$ cat config.mk
export PLATFORM = sky130hd
export DESIGN_NAME = mult8_sched
export DESIGN_NICKNAME = d
export VERILOG_FILES = /design/src/rtl/mult8_pkg.sv /design/src/rtl/mul4x4.sv /design/src/rtl/mult8_sched.sv
export SDC_FILE = /design/constraint.sdc
export NUM_CORES = 1
export LEC_CHECK = 0
export ABC_AREA = 1
export CORE_ASPECT_RATIO = 0.75
export CORE_MARGIN = 4
export CORE_UTILIZATION = 50
export DETAILED_ROUTE_END_ITERATION = 10
export PLACE_DENSITY = 0.77
export SYNTH_ARGS = -nofsm -noshare
export SYNTH_HDL_FRONTEND = slang
export SYNTH_SLANG_ARGS = --single-unit
$ cat constraint.sdc
create_clock -name clk -period 13.5 [get_ports clk]
set_input_delay 2.7 -clock clk [delete_from_list [all_inputs] [get_ports clk]]
set_output_delay 2.7 -clock clk [all_outputs]
set_load 0.01 [all_outputs]
$ cat src/rtl/mult8_pkg.sv
// rtl/mult8_pkg.sv - shared types and widths for the two-requester 8x8 multiplier
package mult8_pkg;
    localparam int OP_W   = 8;
    localparam int NIB_W  = 4;
    localparam int PROD_W = 16;
    localparam int STEPS  = 4;

    typedef enum logic [1:0] {
        IDLE = 2'd0,
        MUL  = 2'd1,
        DONE = 2'd2
    } state_t;
endpackage

$ cat src/rtl/mul4x4.sv
// rtl/mul4x4.sv - combinational 4x4 unsigned array multiplier
module mul4x4
    import mult8_pkg::*;
(
    input  logic [NIB_W-1:0]   a,
    input  logic [NIB_W-1:0]   b,
    output logic [2*NIB_W-1:0] p
);
    always_comb begin
        p = '0;
        // One shifted row of a per set bit of b.
        for (int i = 0; i < NIB_W; i++) begin
            if (b[i]) begin
                p = p + ({{NIB_W{1'b0}}, a} << i);
            end
        end
    end
endmodule

$ cat src/rtl/mult8_sched.sv
// rtl/mult8_sched.sv - round-robin two-requester 8x8 multiplier using one 4x4 multiplier over four steps
module mult8_sched
    import mult8_pkg::*;
#(
    parameter logic RR_INIT = 1'b0
) (
    input  logic              clk,
    input  logic              rst_n,
    input  logic [1:0]        req_valid,
    output logic [1:0]        req_ready,
    input  logic [OP_W-1:0]   req_a0,
    input  logic [OP_W-1:0]   req_b0,
    input  logic [OP_W-1:0]   req_a1,
    input  logic [OP_W-1:0]   req_b1,
    output logic              rsp_valid,
    input  logic              rsp_ready,
    output logic              rsp_id,
    output logic [PROD_W-1:0] rsp_product,
    output logic              busy
);
    state_t              state;
    logic [1:0]          k;
    logic [PROD_W-1:0]   acc;
    logic [OP_W-1:0]     a_q;
    logic [OP_W-1:0]     b_q;
    logic                id_q;
    logic                lp;

    logic                grant;
    logic                accept;
    logic [NIB_W-1:0]    nib_a;
    logic [NIB_W-1:0]    nib_b;
    logic [2*NIB_W-1:0]  pp;
    logic [PROD_W-1:0]   pp_shifted;

    // On a tie the requester that was not served last wins.
    always_comb begin
        grant     = (req_valid == 2'b11) ? ~lp : req_valid[1];
        req_ready = 2'b00;
        if (state == IDLE && req_valid != 2'b00) begin
            req_ready = grant ? 2'b10 : 2'b01;
        end
        accept = |(req_valid & req_ready);
    end

    // k[0] selects the high nibble of a, k[1] the high nibble of b.
    always_comb begin
        nib_a = k[0] ? a_q[7:4] : a_q[3:0];
        nib_b = k[1] ? b_q[7:4] : b_q[3:0];
        case (k)
            2'd0:    pp_shifted = {8'd0, pp};
            2'd3:    pp_shifted = {pp, 8'd0};
            default: pp_shifted = {4'd0, pp, 4'd0};
        endcase
    end

    mul4x4 u_mul (
        .a (nib_a),
        .b (nib_b),
        .p (pp)
    );

    always_ff @(posedge clk or negedge rst_n) begin
        if (!rst_n) begin
            state <= IDLE;
            k     <= 2'd0;
            acc   <= '0;
            a_q   <= '0;
            b_q   <= '0;
            id_q  <= 1'b0;
            lp    <= RR_INIT;
        end else begin
            case (state)
                IDLE: begin
                    if (accept) begin
                        a_q   <= grant ? req_a1 : req_a0;
                        b_q   <= grant ? req_b1 : req_b0;
                        id_q  <= grant;
                        lp    <= grant;
                        acc   <= '0;
                        k     <= 2'd0;
                        state <= MUL;
                    end
                end
                MUL: begin
                    acc <= acc + pp_shifted;
                    k   <= k + 2'd1;
                    if (k == 2'(STEPS - 1)) begin
                        state <= DONE;
                    end
                end
                DONE: begin
                    if (rsp_ready) begin
                        state <= IDLE;
                    end
                end
                default: state <= IDLE;
            endcase
        end
    end

    assign rsp_valid   = (state == DONE);
    assign rsp_product = (state == DONE) ? acc : '0;
    assign rsp_id      = id_q;
    assign busy        = (state != IDLE);
endmodule

Word level (Yosys, flattened, before mapping)
Cells that the tools add are included.
Cells by class
  $add $sub $neg: 5
  equality and inequality tests: 7
  reduce and logical (&&, ||, !) cells: 10
  bitwise gates (word level): 2
  mux-type cells: 21
Operator list (number)
  16-bit one-hot mux with 2 select lines: 2
  8-bit two-way mux: 5
  16-bit two-way mux: 2
  16-bit adder: 1
  2-bit two-way mux: 6
  4-bit two-way mux: 3
  8-bit by 5-bit adder with 8-bit output: 1
  8-bit by 6-bit adder with 8-bit output: 1
  8-bit by 7-bit adder with 8-bit output: 1
  2-bit equality test (second input constant): 3
  2-bit one-hot mux with 3 select lines: 1
  2-bit nonzero test: 3
  2-bit zero test: 2
  2-bit inequality test (second input constant): 2
  2-bit one-hot mux with 2 select lines: 1
  2-bit AND reduction: 2
  3-bit AND reduction: 1
  2-bit by 1-bit adder with 2-bit output (second input constant): 1
  2-bit bitwise AND: 1
  2-bit by 1-bit equality test with 1-bit output (second input constant): 1
  2-bit by 1-bit inequality test with 1-bit output (second input constant): 1
  2-bit OR reduction: 1
  1-bit logical AND: 1
  1-bit two-way mux: 1
  1-bit NOT: 1
Word-level totals
  output and inout bits: 21
  logic and storage cells: 51
  bits in registers: 37
  input port bits: 37

Longest topological paths before layout
Gate-level depths: netlist of the first run.
  depth in word-level cells: 11
  depth in mapped cells: 49
  gate-level depth less buffers: 48

By module
A second synthesis of the first run with hierarchy kept.
Unflattened totals
  cells, all modules: 538
  area total of the unflattened synthesis: 3412.0 um^2
Modules (own cells, without submodules)
  mult8_sched: seq. area each 925.9 um^2, cells each 439, times used 1, area an instance 2796.4 um^2
  mul4x4: seq. area each 0.0 um^2, cells each 99, times used 1, area an instance 615.6 um^2

Least setup slack after synthesis of the first run
OpenSTA, ideal clock, no wires.
  path type: in2out
  start point: in req_valid[1]
  end point: out req_ready[0]
  required time: 10.800 ns
  arrival time: 3.551 ns
  stages on the path: 3
  path slack: 7.249 ns
  cells stage by stage: o21ai_1 a21oi_1 clkbuf_1
Between the ends
  cells in the longest elaborated chain, start to end: 4
  elaborated cells between the ends (all ways): 6
  those cells by class: eq/ne (1); mux (3); reduce/logical (2)
Ends and longest elaborated chain
  from (decl): line mult8_sched.sv:9  | input logic [1:0] req_valid,
  2-bit equality test: line mult8_sched.sv:38  | grant = (req_valid == 2'b11) ? ~lp : req_valid[1];
  1-bit two-way mux: line mult8_sched.sv:38
  2-bit two-way mux: line mult8_sched.sv:41  | req_ready = grant ? 2'b10 : 2'b01;
  2-bit two-way mux (*): line mult8_sched.sv:40  | if (state == IDLE && req_valid != 2'b00) begin
  to (decl): line mult8_sched.sv:10  | output logic [1:0] req_ready,
Mark *: on every way between the ends. The rest lies on a longest branch, timed or not.

Worst setup path after layout of the first run
Ends and elaborated chain as after synthesis.

==> impl_metrics.toml, run 1 <==
[grt]
grt_pass1_vias = 3048
use_met1 = 0.347
gr-total-overflow = 0
grt-busiest-layer = "met1"
antenna_found_initial = 0
grt_use_met3 = 0.0381
grt_usage = 0.228
grt_max_degree = 38
grt_pass1_wl_um = 14500
gr-usage-met2 = 0.339

[detailed_routing]
drc = 0
finalWirelength_um = 8310
detail-route-antenna-nets = 0
firstDrtPassIters = 5
viasPerCell = 5.26
drtIter0Drc = 272
wl_per_cell_um = 13.7
vias = 3200

[sta]
setup_tns_ns = 0
grt_setup_unrepaired = "false"
hold_viol = 0
fmaxAchievable_mhz = 133
period_share = 0.557
min_period_ns = 7.53
slew_headroom = 0.318
worstMarginPinSlew_ns = 1.02
whs_ns = 0.505
setup_viol = 0
slew_viol_final = 0
clock-skew-final_ns = 0.00371

[synthesis]
syn_nets = 535
ys_seq_area_frac = 0.290
synth_simple_gate_area_frac = 0.367
synthMuxAreaShare = 0.00313
ys_ff_latch = 37
synth_top_family_by_area = "simple AND/OR/NAND/NOR gates"
synthAdderAreaFrac = 0.112
syn_area_mm2 = 0.00320
yosys_warnings = 0
synth_xor_area_frac = 0.00509
synthDistinctLibCells = 39
synth-compound-area-share = 0.135
synthCells = 470
syn_area_per_cell_um2 = 6.80

[min_path]
min_path_cells = 2
min_path_type = "flip-flop to flip-flop"

[clock_tree]
cts_made_buffers = 5
clockBufferDepth = 2
cts_tree = "built"
hold_buffers = 0
post_cts_buffers = 0
cts.sinks = 37
ctsHtreeMaxLevel = 2
cts_resized = 0
root_buffer = "clkbuf_8"
insertion_delay_ns = 0.29
clk_pin_slew_worst_paths_ns = 0.08

[floorplanning]
die_h_um = 77.3
rows = 24
pin_count = 58
initial_core_util = 0.532
core_region_area_mm2 = 0.00601
dieArea_mm2 = 0.00775
die_x_um = 100

[placed_design]
routabilityCongestion = 0.888
dp_cells = 600
portBuffers = 57
hpwl_um = 6540

[finish]
nets = 594
area_delta_synth_final_pct = 23.6
layout.cells.non_filler = 608
layout-drive-gt1-share = 0.102
fillers = 522
final_util = 0.658
diodes = 0

[power]
share_comb_of_total_power = 0.729
vdd_drop_max_v = 0.000140
p_total_mw = 1.12
powerDensity_mw_per_mm2 = 284
share_seq_of_total_power = 0.183
switchingPower_mw = 0.608
power_frac_clock = 0.087
power.share.switching = 0.542
power_leakage_nw = 1.99
internal-power_mw = 0.513

[worst_setup_path]
cp.depth = 5
arrival_ns = 4.83
critical-path-slowest-cell = "o21ai_1"
path_cells = "clkdlybuf4s50_1, o21ai_1, a21oi_1, buf_4, clkdlybuf4s50_1"
worst_path_most_repeated_cell = "clkdlybuf4s50_1"
path_delay_family = "buffers and inverters"
startpoint_type = "primary input"
r2r_slack_ns = 7.80
crit_type = "primary input to output port"
critPathBufInv = 3
ff2ff_path_depth = 40
worstPathRequired_ns = 10.80
cp_max_fo = 17
slowest_delay_ns = 0.82
end_kind = "output port"

[status]
outcome = "finished clean"

[job]
drv_cap = 0
==> path summary, 6_finish.rpt <==
path                                   start            to
min in group asynchronous              rst_n        a_q[5]
max in group asynchronous              rst_n       acc[15]
worst max-delay path            req_valid[1]  req_ready[0]
worst min-delay path                  a_q[0]        a_q[0]
worst max register to register          k[0]       acc[13]
worst min register to register        a_q[0]        a_q[0]
==> cells by family (layout without fill, tap and decap cells) <==
kind of cell,Yosys count,count (layout)
XOR/XNOR,1,1
multiplexers,1,1
AO/OA/AOI/OAI,72,72
buffers and inverters,73,133
adder cells (fa/ha/maj),28,28
flip-flops,37,37
AND/OR/NAND/NOR,258,258
==> state kept, by name, indices dropped and copies added (netlist names) <==
| register | cells |
|---|---|
| acc | 16 |
| a_q | 8 |
| b_q | 8 |
| k | 2 |
| state | 2 |
| lp | 1 |
==> cell type report <==
type	instances	area [µm²]	area share
multi-input combinational	360	1990	0.503
sequential	37	926	0.234
timing repair buffer	59	581	0.147
inverter	66	250	0.0633
tap	78	97.6	0.0247
clock buffer	6	72.6	0.0184
clock inverter	2	38.8	0.00981
==> worst reg2reg max path, delay by kind of cell, from the launching register on <==
family,cells,cell delay (ns)
AO/OA/AOI/OAI,7,1.45
adder cells (fa/ha/maj),5,1.19
flip-flops,1,0.60
AND/OR/NAND/NOR,22,1.78
buffers and inverters,6,0.50
==> cell usage after synthesis (all sizes together) <==
cell type / count / area, µm²
a21boi: 1 / 7.51
mux2i: 1 / 10.0
xor2: 1 / 16.3
a31oi: 1 / 6.26
a211oi: 1 / 7.51
clkinv: 2 / 7.51
nand3b: 2 / 15.0
o211ai: 5 / 37.5
a221oi: 1 / 8.76
o32ai: 4 / 35.0
nor2: 51 / 194
nand3: 34 / 210
clkbuf: 6 / 22.5
a21oi: 15 / 75.1
nand4: 1 / 6.26
o2111ai: 1 / 8.76
nor3: 2 / 10.0
inv: 64 / 243
and3: 1 / 6.26
o22ai: 9 / 56.3
nand2: 162 / 699
o21bai: 3 / 22.5
o21ai: 31 / 166
nor4: 1 / 6.26
and2: 1 / 6.26
ha: 27 / 338
fa: 1 / 20.0
buf: 1 / 11.3
dfrtp: 37 / 926
or2: 3 / 18.8
==> per-layer routing <==
layer | up-vias | routed length [µm]
li1 | 1643 | -
met3 | 15 | 447
met5 | - | 0
met2 | 96 | 3570
met1 | 1446 | 4190
met4 | 0 | 98
==> power by group through the flow <==
stage	Combinational (mW)	Clock [mW]	Sequential, mW
6_report	0.818	0.0979	0.205
5_1_grt	0.931	0.105	0.212
4_1_cts	0.811	0.0991	0.205
3_5_place_dp	0.806	0	0.206
3_3_place_gp	0.781	0	0.204
2_1_floorplan	0.629	0	0.192
==> layout by cell type, fill, tap and decap left out, types with 5 or more instances in the layout <==
cell               n
clkdlybuf4s50_1   56
nor2_1            50
inv_1             61
dfrtp_1           37
a21oi_1           15
clkbuf_8           5
nand3_2            8
nand3_1           26
nand2_1          137
o21ai_0           25
o211ai_1           5
nand2_2           21
o22ai_1            9
ha_1              27
==> stage by stage <==
step,setup slack [ns],area (µm²)
finish,5.97,3950
detailed placement,5.96,3840
CTS,5.96,3950
global placement,6.12,3840
floorplan,7.25,3200
global route,5.81,3950
No activity file was read; power rests on OpenSTA's default activity.
==> run 2: changes to the inputs <==
--- a/config.mk
+++ b/config.mk
@@ -8,7 +8,7 @@
 export ABC_AREA = 1
 export CORE_ASPECT_RATIO = 0.75
 export CORE_MARGIN = 4
-export CORE_UTILIZATION = 50
+export CORE_UTILIZATION = 48
 export DETAILED_ROUTE_END_ITERATION = 10
 export PLACE_DENSITY = 0.77
 export SYNTH_ARGS = -nofsm -noshare
==> constraint.sdc (replaced) <==
create_clock -name clk -period 6.1 [get_ports clk]
set_input_delay 1.22 -clock clk [delete_from_list [all_inputs] [get_ports clk]]
set_output_delay 1.22 -clock clk [all_outputs]
set_load 0.01 [all_outputs]
==> run 2 against run 1 <==
Net effect:
- non-clock buffer count is 1 higher
- wire length is 2.9% higher
- total power is 120% higher
- via count hardly changed
- combinational power is 120% higher
- die area is 3.8% higher
- flip-flop and latch count stayed put
==> impl_metrics.toml, run 2 (synthesis results as in run 1) <==
[worst_setup_path]
end_kind = "flip-flop"
startpoint_type = "flip-flop"
reg2reg_from = "k[0]"
slowest_delay_ns = 0.53
cp_max_fo = 9
r2r_slack_ns = 0.75
arrival_ns = 5.51
crit_type = "flip-flop to flip-flop"
critical-path-slowest-cell = "dfrtp_1"
rr_endpoint = "acc[13]"
worst_path_most_repeated_cell = "nand2_1"
worstPathRequired_ns = 6.26
ff2ff_path_depth = 40

[floorplanning]
dieArea_mm2 = 0.00805
rows = 25
die_h_um = 78.7
core_region_area_mm2 = 0.00638
initial_core_util = 0.501
pin_count = 58
die_x_um = 102

[detailed_routing]
viasPerCell = 5.22
finalWirelength_um = 8550
detail-route-antenna-nets = 0
drc = 0
wl_per_cell_um = 14.0
drtIter0Drc = 207
firstDrtPassIters = 4
vias = 3197

[sta]
clock-skew-final_ns = 0.00313
period_share = 0.878
timing.final.ws_setup_ns = 0.747
fmaxAchievable_mhz = 187
slew_headroom = 0.437
slew_viol_final = 0
grt_setup_unrepaired = "false"
hold_viol = 0
setup_tns_ns = 0
setup_viol = 0
worstMarginPinSlew_ns = 0.844
min_period_ns = 5.35

[placed_design]
hpwl_um = 6700
routabilityCongestion = 0.937
portBuffers = 57
preCtsSetupSlack_ns = 0.887
dp_cells = 604

[grt]
grt-busiest-layer = "met2"
gr-usage-met2 = 0.360
grt_pass1_vias = 3157
grt_pass1_wl_um = 14800
grt_usage = 0.229
grt_max_degree = 38
gr-total-overflow = 0
grt_use_met3 = 0.0369
use_met1 = 0.341
antenna_found_initial = 0

[clock_tree]
cts_tree = "built"
cts_made_buffers = 5
cts_resized = 0
clk_pin_slew_worst_paths_ns = 0.09
post_cts_buffers = 0
cts.sinks = 37
root_buffer = "clkbuf_8"
clockBufferDepth = 2
insertion_delay_ns = 0.29
ctsHtreeMaxLevel = 2
hold_buffers = 0

[finish]
layout-drive-gt1-share = 0.105
largest_reg_flops = 16
layout.cells.non_filler = 612
final_util = 0.619
mostFrequentLayoutCells = "nand2_1 (137), inv_1 (61), clkdlybuf4s50_1 (56)"
area_delta_synth_final_pct = 23.4
top_regs = "acc x16, a_q x8, b_q x8"
mostFrequentLayoutCell = "nand2_1"
nets = 595
diodes = 0
regMostFlops = "acc"

[power]
power.share.switching = 0.554
internal-power_mw = 1.10
powerDensity_mw_per_mm2 = 624
share_seq_of_total_power = 0.186
vdd_drop_max_v = 0.000317
power_leakage_nw = 1.98
share_comb_of_total_power = 0.738
p_total_mw = 2.46
switchingPower_mw = 1.37
power_frac_clock = 0.076

[status]
outcome = "finished clean"

[min_path]
hold_end = "b_q[6]"
min_path_type = "flip-flop to flip-flop"
min_path_cells = 2
min_from = "b_q[6]"

[job]
drv_cap = 0
## run 2: layout make-up
cell class / count / area (µm²)
repair buffers: 60 / 588
fillers: 589 / 2430
flip-flops and latches: 37 / 926
multi-input cells: 360 / 1990
well taps: 81 / 101
inverters: 66 / 250
clock buffers: 5 / 68.8
clock inverters: 3 / 25.0
## run 2: critical path, delay by kind of cell, from the launching register on
| kind | cells | cell delay [ns] |
|---|---|---|
| AND/OR/NAND/NOR | 22 | 1.77 |
| AO/OA/AOI/OAI | 7 | 1.24 |
| adder cells (fa/ha/maj) | 5 | 1.18 |
| flip-flops | 1 | 0.53 |
| buffers and inverters | 6 | 0.45 |
## run 2: power groups by stage
| stage | Sequential [mW] | Clock (mW) | Combinational [mW] |
|---|---|---|---|
| floorplan | 0.426 | 0 | 1.39 |
| global placement | 0.457 | 0 | 1.75 |
| detailed placement | 0.458 | 0 | 1.78 |
| CTS | 0.455 | 0.190 | 1.80 |
| global route | 0.471 | 0.204 | 2.07 |
| finish | 0.458 | 0.187 | 1.82 |
## run 2: stage by stage
step / area [µm²] / hold WS, ns
after floorplan: 3200 / 0.465
after global routing: 3950 / 0.536
after global placement: 3850 / 0.493
after detailed placement: 3850 / 0.494
after CTS: 3950 / 0.517
final: 3950 / 0.521
## run 2: metal layers
metal,share of wire,wire [µm]
met5,0,0
met4,0.0054,46
met1,0.52,4430
met3,0.042,361
met2,0.43,3710
## run 2: worst max-delay path by stage
stage / start / endpoint / cells past startpoint
2_1_floorplan: k[0] / acc[13] / 40
3_3_place_gp: k[0] / acc[13] / 40
3_5_place_dp: k[0] / acc[13] / 40
4_1_cts: k[0] / acc[13] / 40
5_1_grt: k[0] / acc[13] / 40
6_report: k[0] / acc[13] / 40
